`config.mk`:
```
export PLATFORM = sky130hd
export DESIGN_NAME = adder_tree_pipe
export DESIGN_NICKNAME = d
export VERILOG_FILES = /design/src/rtl/adder_tree_pipe.sv
export SDC_FILE = /design/constraint.sdc
export NUM_CORES = 1
export LEC_CHECK = 0
export CAP_MARGIN = 10
export CORE_UTILIZATION = 50
export CTS_CLUSTER_DIAMETER = 200
export DETAILED_ROUTE_END_ITERATION = 8
export HOLD_SLACK_MARGIN = 0.08
export PLACE_DENSITY = 0.82
export RECOVER_POWER = 25
export SLEW_MARGIN = 25
export SYNTH_ARGS = -nofsm -noshare
export SYNTH_HDL_FRONTEND = slang
export SYNTH_SLANG_ARGS = --single-unit
```
`constraint.sdc`:
```
create_clock -name clk -period 3 [get_ports clk]
set_clock_uncertainty 0.2 [all_clocks]
set_input_delay 0.45 -clock clk [delete_from_list [all_inputs] [get_ports clk]]
set_output_delay 0.45 -clock clk [all_outputs]
set_load 0.005 [all_outputs]
```
`src/rtl/adder_tree_pipe.sv`:
```
// adder_tree_pipe: pipelined binary adder tree summing N operands of WIDTH bits.
// One register stage per tree level and a valid bit per stage. A single global
// advance (adv) stalls the whole pipeline while the output holds an unconsumed
// result.
//
// Ports
//   clk       : clock, all state updates on the rising edge
//   rst_n     : synchronous active-low reset
//   in_data   : N packed operands, operand k at [k*WIDTH +: WIDTH]
//   in_mask   : bit k = 1 zeroes operand k for this beat
//   in_valid  : input beat offered
//   in_ready  : input beat accepted this cycle
//   out_sum   : sum of unmasked operands, WIDTH+log2(N) bits
//   out_valid : out_sum holds a result
//   out_ready : consumer accepts the result this cycle
module adder_tree_pipe #(
   parameter int unsigned WIDTH  = 8,
   parameter int unsigned N      = 4,
   parameter int unsigned SIGNED = 0
) (
   input  logic                          clk,
   input  logic                          rst_n,
   input  logic [N*WIDTH-1:0]            in_data,
   input  logic [N-1:0]                  in_mask,
   input  logic                          in_valid,
   output logic                          in_ready,
   output logic [WIDTH+$clog2(N)-1:0]    out_sum,
   output logic                          out_valid,
   input  logic                          out_ready
);

   localparam int unsigned L  = $clog2(N);
   localparam int unsigned OW = WIDTH + L;

   logic [L-1:0] r_vld;
   logic         w_adv;

   // The whole pipeline moves in lockstep; it only stalls when the output is
   // occupied and the consumer is not taking it.
   assign w_adv     = !r_vld[L-1] || out_ready;
   assign in_ready  = rst_n && w_adv;
   assign out_valid = r_vld[L-1];

   always_ff @(posedge clk) begin
      if (!rst_n) begin
         r_vld <= '0;
      end else if (w_adv) begin
         // in_ready equals w_adv while out of reset.
         r_vld[0] <= in_valid;
         for (int j = 1; j < L; j++) begin
            r_vld[j] <= r_vld[j-1];
         end
      end
   end

   for (genvar j = 0; j < L; j++) begin : g_lvl
      localparam int unsigned Cnt = N >> (j + 1);
      localparam int unsigned Sw  = WIDTH + j + 1;

      logic [Sw-2:0] w_opnd [2*Cnt];
      logic [Sw-1:0] w_sum  [Cnt];
      logic [Sw-1:0] r_sum  [Cnt];

      if (j == 0) begin : g_src
         // Masking happens ahead of the first adder level.
         for (genvar k = 0; k < N; k++) begin : g_op
            assign w_opnd[k] = in_mask[k] ? '0 : in_data[k*WIDTH +: WIDTH];
         end
      end else begin : g_src
         for (genvar k = 0; k < 2*Cnt; k++) begin : g_op
            assign w_opnd[k] = g_lvl[j-1].r_sum[k];
         end
      end

      // One extra bit per level absorbs the carry; the extension bit is the
      // operand sign in signed mode and zero otherwise.
      for (genvar k = 0; k < Cnt; k++) begin : g_add
         assign w_sum[k] = {(SIGNED != 0) && w_opnd[2*k][Sw-2], w_opnd[2*k]}
                         + {(SIGNED != 0) && w_opnd[2*k+1][Sw-2], w_opnd[2*k+1]};
      end

      always_ff @(posedge clk) begin
         if (!rst_n) begin
            for (int k = 0; k < Cnt; k++) begin
               r_sum[k] <= '0;
            end
         end else if (w_adv) begin
            for (int k = 0; k < Cnt; k++) begin
               r_sum[k] <= w_sum[k];
            end
         end
      end
   end

   logic [OW-1:0] w_final;
   assign w_final = g_lvl[L-1].r_sum[0];
   assign out_sum = w_final;

endmodule
```
* Word-level counts from Yosys, hierarchy flattened *
Memories as Yosys holds them, arrays and structs flattened.
Index checks and enable logic that the tools add are counted.

operators by class
  add/sub/neg operators = 3
  muxes and demuxes = 12
  bitwise gates (word level) = 2
  reduce and logical (&&, ||, !) cells = 4

operators by type and width
  cell                                     number
  8-bit two-way mux                        4
  8-bit by 8-bit adder with 9-bit output   2
  9-bit two-way mux                        2
  9-bit by 9-bit adder with 10-bit output  1
  10-bit two-way mux                       1
  10-bit OR reduction                      1
  1-bit two-way mux                        5
  1-bit OR                                 2
  1-bit logical AND                        1
  1-bit zero test                          1
  1-bit logical OR                         1

word-level totals
  flip-flop bits (word level) = 2
  memory bits (writable) = 28
  output and inout bits = 12
  memories = 2

memories
  name            depth  bits a word  read ports  clocked after memory_dff  write ports  RTL line  source
  g_lvl[0].r_sum  2      9            2           0                         2            62        logic [Sw-1:0] r_sum [Cnt];
  g_lvl[1].r_sum  1      10           1           0                         1            62

* Logic depth before layout (Yosys ltp) *
Gate-level depths: netlist (run 1).

  depth after elaboration = 7
  depth in mapped cells = 7
  mapped depth without buffers = 7

* Worst setup path after synthesis (run 1) *
Ideal clock, no wire load.

  kind = input -> register
  start point = input port in_data[8]
  end point = memory g_lvl[0].r_sum[0][6] (netlist name) (data pin)
  arrival time = 2.009 ns
  path slack = 0.535 ns
  cell stages on the path = 7
  buffers on the path = 0
  cells stage by stage = nor2b_1 ha_1 fa_1 a211oi_2 o21bai_1 a211o_1 and3_1

RTL lines
  what                RTL line  source
  start: declaration  23        input logic [N*WIDTH-1:0] in_data,
  end: declaration    62

==> results.sh, run 1 <==
export IMPL_synth_cell_types=46
export IMPL_fmax_mhz=360
export IMPL_cp_required_ps=2840
export IMPL_cts_resized_gates=0
export IMPL_syn_area_um2=2460
export IMPL_vias=2080
export IMPL_synth_ff_type="edfxtp_1"
export IMPL_startpoint_type="primary input"
export IMPL_yosysTopAreaCellShare_pct=34.2
export IMPL_cts_inserted_buffers=5
export IMPL_synth_top_area_cell="edfxtp_1"
export IMPL_utilization_pct=66.8
export IMPL_setup_tns_final_ps=0
export IMPL_status="finished, final reports clean"
export IMPL_ant_nets=0
export IMPL_yosysSeqAreaShare_pct=35.8
export IMPL_grt_overflow_total=0
export IMPL_leakagePower_nw=1.37
export IMPL_hold_viol_final=0
export IMPL_path_delay_family="compound AO/OA/AOI/OAI gates"
export IMPL_post_route_min_period_ps=2780
export IMPL_crit_fanout=4
export IMPL_synth_edff_count=28
export IMPL_critical_path_arrival_ps=2610
export IMPL_clk_latency_ps=280
export IMPL_grt_max_degree=29
export IMPL_avgSynthCellArea_um2=9.79
export IMPL_cts_setup_buffers=0
export IMPL_final_nets=380
export IMPL_dieArea_um2=5200
export IMPL_cpMaxStageDelayCell="dlygate4sd3_1"
export IMPL_gp_congestion=0.857
export IMPL_placed_area_um2=3070
export IMPL_worst_path_buf_inv=1
export IMPL_hp_start="r_vld[0]"
export IMPL_gr_usage_all_layers_pct=20.3
export IMPL_tightestPinTransition_ps=344
export IMPL_final_area_um2=3150
export IMPL_drt_iter0_drc=89
export IMPL_initial_core_util_pct=52.0
export IMPL_drv_cap=0
export IMPL_dr_pass1_iters=4
export IMPL_setup_viol=0
export IMPL_drive_above_1_share_pct=7.03
export IMPL_path_class="primary input to flip-flop"
export IMPL_grt_pass1_vias=1935
export IMPL_drc=0
export IMPL_syn_nets=319
export IMPL_hold_buffers=0
export IMPL_slew_headroom_pct=76.9
export IMPL_hp_class="flip-flop to flip-flop"
export IMPL_peakVddDrop_mv=0.200
export IMPL_cp_end_kind="flip-flop"
export IMPL_wl_per_cell_um=12.7
export IMPL_critPathMaxStageDelay_ps=600
export IMPL_wirelength_um=4830
export IMPL_insertedDiodeCount=0
export IMPL_fin_crit_sh_pct=92.6
export IMPL_root_buffer="clkbuf_8"
export IMPL_rsz0062_at_grt="no"
export IMPL_cts_buffer_depth=2
export IMPL_final_max_slew_viol_count=0
export IMPL_path_cells="dlygate4sd3_1 > nor2b_1 > ha_1 > fa_1 > a211oi_2 > o21bai_1 > a211o_1 > and3_1"
export IMPL_synthTopCellsByArea="edfxtp_1 34%, ha_1 13%, nor2b_1 9.7%"
export IMPL_design_core_area_um2=4720
export IMPL_die_w_um=72.1
export IMPL_htree_num_levels=2
export IMPL_die_h_um=72.1
export IMPL_async_flop_share_pct=0
export IMPL_r2r_start="g_lvl[0].r_sum[0][0]"
export IMPL_place_hpwl_um=3830
export IMPL_clkTransAtPathRegs_ps=60
export IMPL_crit_start="in_mask[1]"
export IMPL_powerDensity_nw_per_um2=383
export IMPL_antenna_found_initial=0
export IMPL_cts_sinks=30
export IMPL_yosys_warnings=0
export IMPL_grt_pass1_wl_um=8150
export IMPL_ys_ff_latch=30
export IMPL_synthCells=251
export IMPL_area_growth_pct=28.3
export IMPL_num_rows=25
export IMPL_cts_tree="built"
export IMPL_io_buffers=51
export IMPL_final_cell_mix="38 x nor2b_1, 38 x clkdlybuf4s50_1, 28 x edfxtp_1, 25 x ha_1, 16 x o21ai_0"
export IMPL_io_pins=52
export IMPL_viasPerCell=5.47
-- final timing paths --
kind                               end  slack (ps)  cells after the start
setup / recovery  g_lvl[0].r_sum[0][6]         220                      8
hold / removal                r_vld[0]         250                      2
setup reg to reg  g_lvl[1].r_sum[0][8]         780                      6
hold reg to reg               r_vld[0]         250                      2
-- per-layer routing --
metal	wire (um)	vias up	track usage, %
met5	0	-	0
met4	111	0	9.59
met3	175	9	3.47
met2	2450	60	37.5
met1	2090	947	22.6
li1	-	1064	-
-- power by group --
part	internal (W)	switching [W]	leakage (nW)
clock network	0.000159	0.000144	0.0426
registers	0.000516	0.0000156	0.343
logic	0.000198	0.000175	0.984
total	0.000873	0.000334	1.37
-- worst reg2reg max path: cells and delay by family, from the launching register on --
kind,cells,cell delay [ps]
flops,1,370
simple gates,3,750
fa+ha+maj,2,660
compound gates,1,110
-- Yosys cell counts, drive strengths merged (4+ instances only) --
| library cell | instances |
|---|---|
| o21a | 4 |
| a211oi | 10 |
| or4 | 5 |
| a21oi | 11 |
| nand2 | 11 |
| inv | 6 |
| and3 | 7 |
| nor2 | 14 |
| ha | 25 |
| o2111ai | 5 |
| nor3 | 11 |
| nand2b | 8 |
| o21ai | 17 |
| nand3 | 10 |
| a21o | 5 |
| edfxtp | 28 |
| nor2b | 38 |
| buf | 5 |
-- area by class of cell --
| class | instances | area [um^2] |
|---|---|---|
| fill | 403 | 1570 |
| multi-input combinational | 209 | 1510 |
| sequential | 30 | 881 |
| timing repair buffer | 60 | 578 |
| tap | 67 | 83.8 |
| clock buffer | 6 | 72.6 |
| inverter | 6 | 22.5 |
| clock inverter | 2 | 8.76 |
-- through the flow --
stage | total power (W) | hold slack [ps] | setup WS (ps) | std cells
after floorplan | 0.000769 | 230 | 535 | 251
after global placement | 0.000908 | 239 | 69.5 | 372
after detailed placement | 0.000924 | 242 | -5.01 | 372
after CTS | 0.00123 | 252 | 290 | 380
after global routing | 0.00128 | 288 | 104 | 380
final | 0.00121 | 252 | 221 | 380
-- cell families after synthesis --
family                     after synthesis  share of synthesized area (%)
buffers and inverters                   12                           2.75
and+or+nand+nor                        115                           27.1
adders and majority gates               28                           15.2
AOI/OAI and AO/OA                       61                           17.3
muxes                                    1                          0.407
xor gates and xnor gates                 4                           1.43
DFF                                     30                           35.8
-- registers in the layout, summed over array words and instances (netlist names) --
| register | count |
|---|---|
| g_lvl.r_sum | 28 |
| r_vld | 2 |
No activity file was read; power rests on OpenSTA's default activity.
==> inputs of run 2 (changes only) <==
==> constraint.sdc (replaced) <==
create_clock -name clk -period 3.1 [get_ports clk]
set_clock_uncertainty 0.2 [all_clocks]
set_input_delay 0.465 -clock clk [delete_from_list [all_inputs] [get_ports clk]]
set_output_delay 0.465 -clock clk [all_outputs]
set_load 0.005 [all_outputs]
==> run 2 against run 1 <==
Net effect:
- via count decreased by 1.3%
- combinational power decreased by 4%
- global-route usage decreased by 0.40 points
- sequential share of layout area about the same
- largest power group unchanged
- highest routed layer unchanged
==> results.sh, run 2 (synthesis gave the netlist of run 1 again) <==
export IMPL_status="finished, final reports clean"
export IMPL_final_common_cell="nor2b_1"
export IMPL_seqCellArea_um2=881
export IMPL_multi_input_area_um2=1510
export IMPL_reg2reg_slack_ps=870
export IMPL_place_hpwl_um=3680
export IMPL_design_core_area_um2=4720
export IMPL_vias=2053
export IMPL_utilization_pct=66.8
export IMPL_grt_pass1_wl_um=7980
export IMPL_dieArea_um2=5200
export IMPL_insertedDiodeCount=0
export IMPL_fin_crit_sh_pct=89.3
export IMPL_peakVddDrop_mv=0.164
export IMPL_powerDensity_nw_per_um2=375
export IMPL_crit_fanout=6
export IMPL_hold_buffers=0
export IMPL_rsz0062_at_grt="no"
export IMPL_final_nets=379
export IMPL_cp_end_kind="flip-flop"
export IMPL_cp_required_ps=2930
export IMPL_num_rows=25
export IMPL_drive_above_1_share_pct=7.05
export IMPL_timing_rr_end="g_lvl[1].r_sum[0][8]"
export IMPL_hp_class="flip-flop to flip-flop"
export IMPL_cts_inserted_buffers=5
export IMPL_final_cell_mix="38 x nor2b_1, 37 x clkdlybuf4s50_1, 28 x edfxtp_1, 25 x ha_1, 16 x o21ai_0"
export IMPL_path_class="primary input to flip-flop"
export IMPL_dp_cells=371
export IMPL_cts_tree="built"
export IMPL_tightestPinTransition_ps=379
export IMPL_clkTransAtPathRegs_ps=60
export IMPL_clk_latency_ps=280
export IMPL_grt_max_degree=29
export IMPL_grt_pass1_vias=1865
export IMPL_r2r_cells=6
export IMPL_fmax_mhz=361
export IMPL_leakagePower_nw=1.37
export IMPL_area_growth_pct=28.5
export IMPL_cts_sinks=30
export IMPL_setup_viol=0
export IMPL_startpoint_type="primary input"
export IMPL_fill_cells=389
export IMPL_worst_hold_path_endpoint="r_vld[0]"
export IMPL_critical_path_arrival_ps=2600
export IMPL_setup_tns_final_ps=0
export IMPL_viasPerCell=5.42
export IMPL_wirelength_um=4680
export IMPL_die_h_um=72.1
export IMPL_cts_setup_buffers=0
export IMPL_final_max_slew_viol_count=0
export IMPL_r2r_start="g_lvl[0].r_sum[0][0]"
export IMPL_post_route_min_period_ps=2770
export IMPL_holdPathStages=2
export IMPL_grt_overflow_total=0
export IMPL_dr_pass1_iters=4
export IMPL_io_buffers=51
export IMPL_gp_congestion=0.873
export IMPL_cts_resized_gates=0
export IMPL_antenna_found_initial=0
export IMPL_hp_start="r_vld[0]"
export IMPL_wl_per_cell_um=12.3
export IMPL_drv_cap=0
export IMPL_largest_reg_flops=28
export IMPL_drc=0
export IMPL_top_regs="g_lvl.r_sum: 28 flops, r_vld: 2 flops"
export IMPL_die_w_um=72.1
export IMPL_drt_iter0_drc=92
export IMPL_gr_usage_all_layers_pct=19.9
export IMPL_p_total_w=0.00119
export IMPL_htree_num_levels=2
export IMPL_initial_core_util_pct=52.0
export IMPL_io_pins=52
export IMPL_instances_no_fill=379
export IMPL_hold_viol_final=0
export IMPL_cts_buffer_depth=2
export IMPL_slew_headroom_pct=74.6
export IMPL_regMostFlops="g_lvl.r_sum"
export IMPL_ant_nets=0
export IMPL_root_buffer="clkbuf_8"
-- run 2: worst max path at each step --
stage               depth (start not counted)       start  slack [ps]                    end
floorplan                                   7  in_data[8]         620   g_lvl[0].r_sum[0][6]
global placement                            8  in_mask[3]         150  g_lvl[0].r_sum[0][17]
detailed placement                          8  in_mask[3]         130  g_lvl[0].r_sum[0][17]
CTS                                         8  in_mask[3]         410  g_lvl[0].r_sum[0][17]
global route                                8  in_mask[1]         230   g_lvl[0].r_sum[0][6]
finish                                      8  in_mask[3]         330  g_lvl[0].r_sum[0][17]
-- run 2: metal layers --
layer	routed length (um)	up-vias	track usage [%]	share of wire [%]
li1	-	1063	-	-
met1	2080	933	22.9	45
met2	2350	50	36.8	50
met3	164	7	2.92	3.5
met4	76	0	8.28	1.6
met5	0	-	0	0
-- run 2: worst max-delay path: stages --
cell and delay (ps):
dlygate4sd3_1 640, nor2b_1 80, ha_1 250, fa_1 430, a211oi_1 310, o21a_1 190, o21ai_0 110, o211a_1 120
-- run 2: power breakdown --
| part | internal (W) | leakage (nW) | switching (W) | total [W] |
|---|---|---|---|---|
| logic | 0.000191 | 0.983 | 0.000166 | 0.000357 |
| clock network | 0.000180 | 0.0455 | 0.000134 | 0.000314 |
| registers | 0.000499 | 0.343 | 0.0000145 | 0.000514 |
-- run 2: stage by stage --
stage                     hold slack, ps  area, um^2  setup WS [ps]
after floorplan                      230        2460            620
after global placement               239        3070            152
after detailed placement             244        3070            130
after CTS                            252        3160            412
after global routing                 302        3160            233
final                                252        3160            331
-- run 2: final cells by class --
cell class | instances | area share (%)
Multi-Input combinational cell | 209 | 47.8
Inverter | 6 | 0.713
Sequential cell | 30 | 27.9
Tap cell | 67 | 2.66
Clock buffer | 8 | 2.85
Timing Repair Buffer | 59 | 18.1
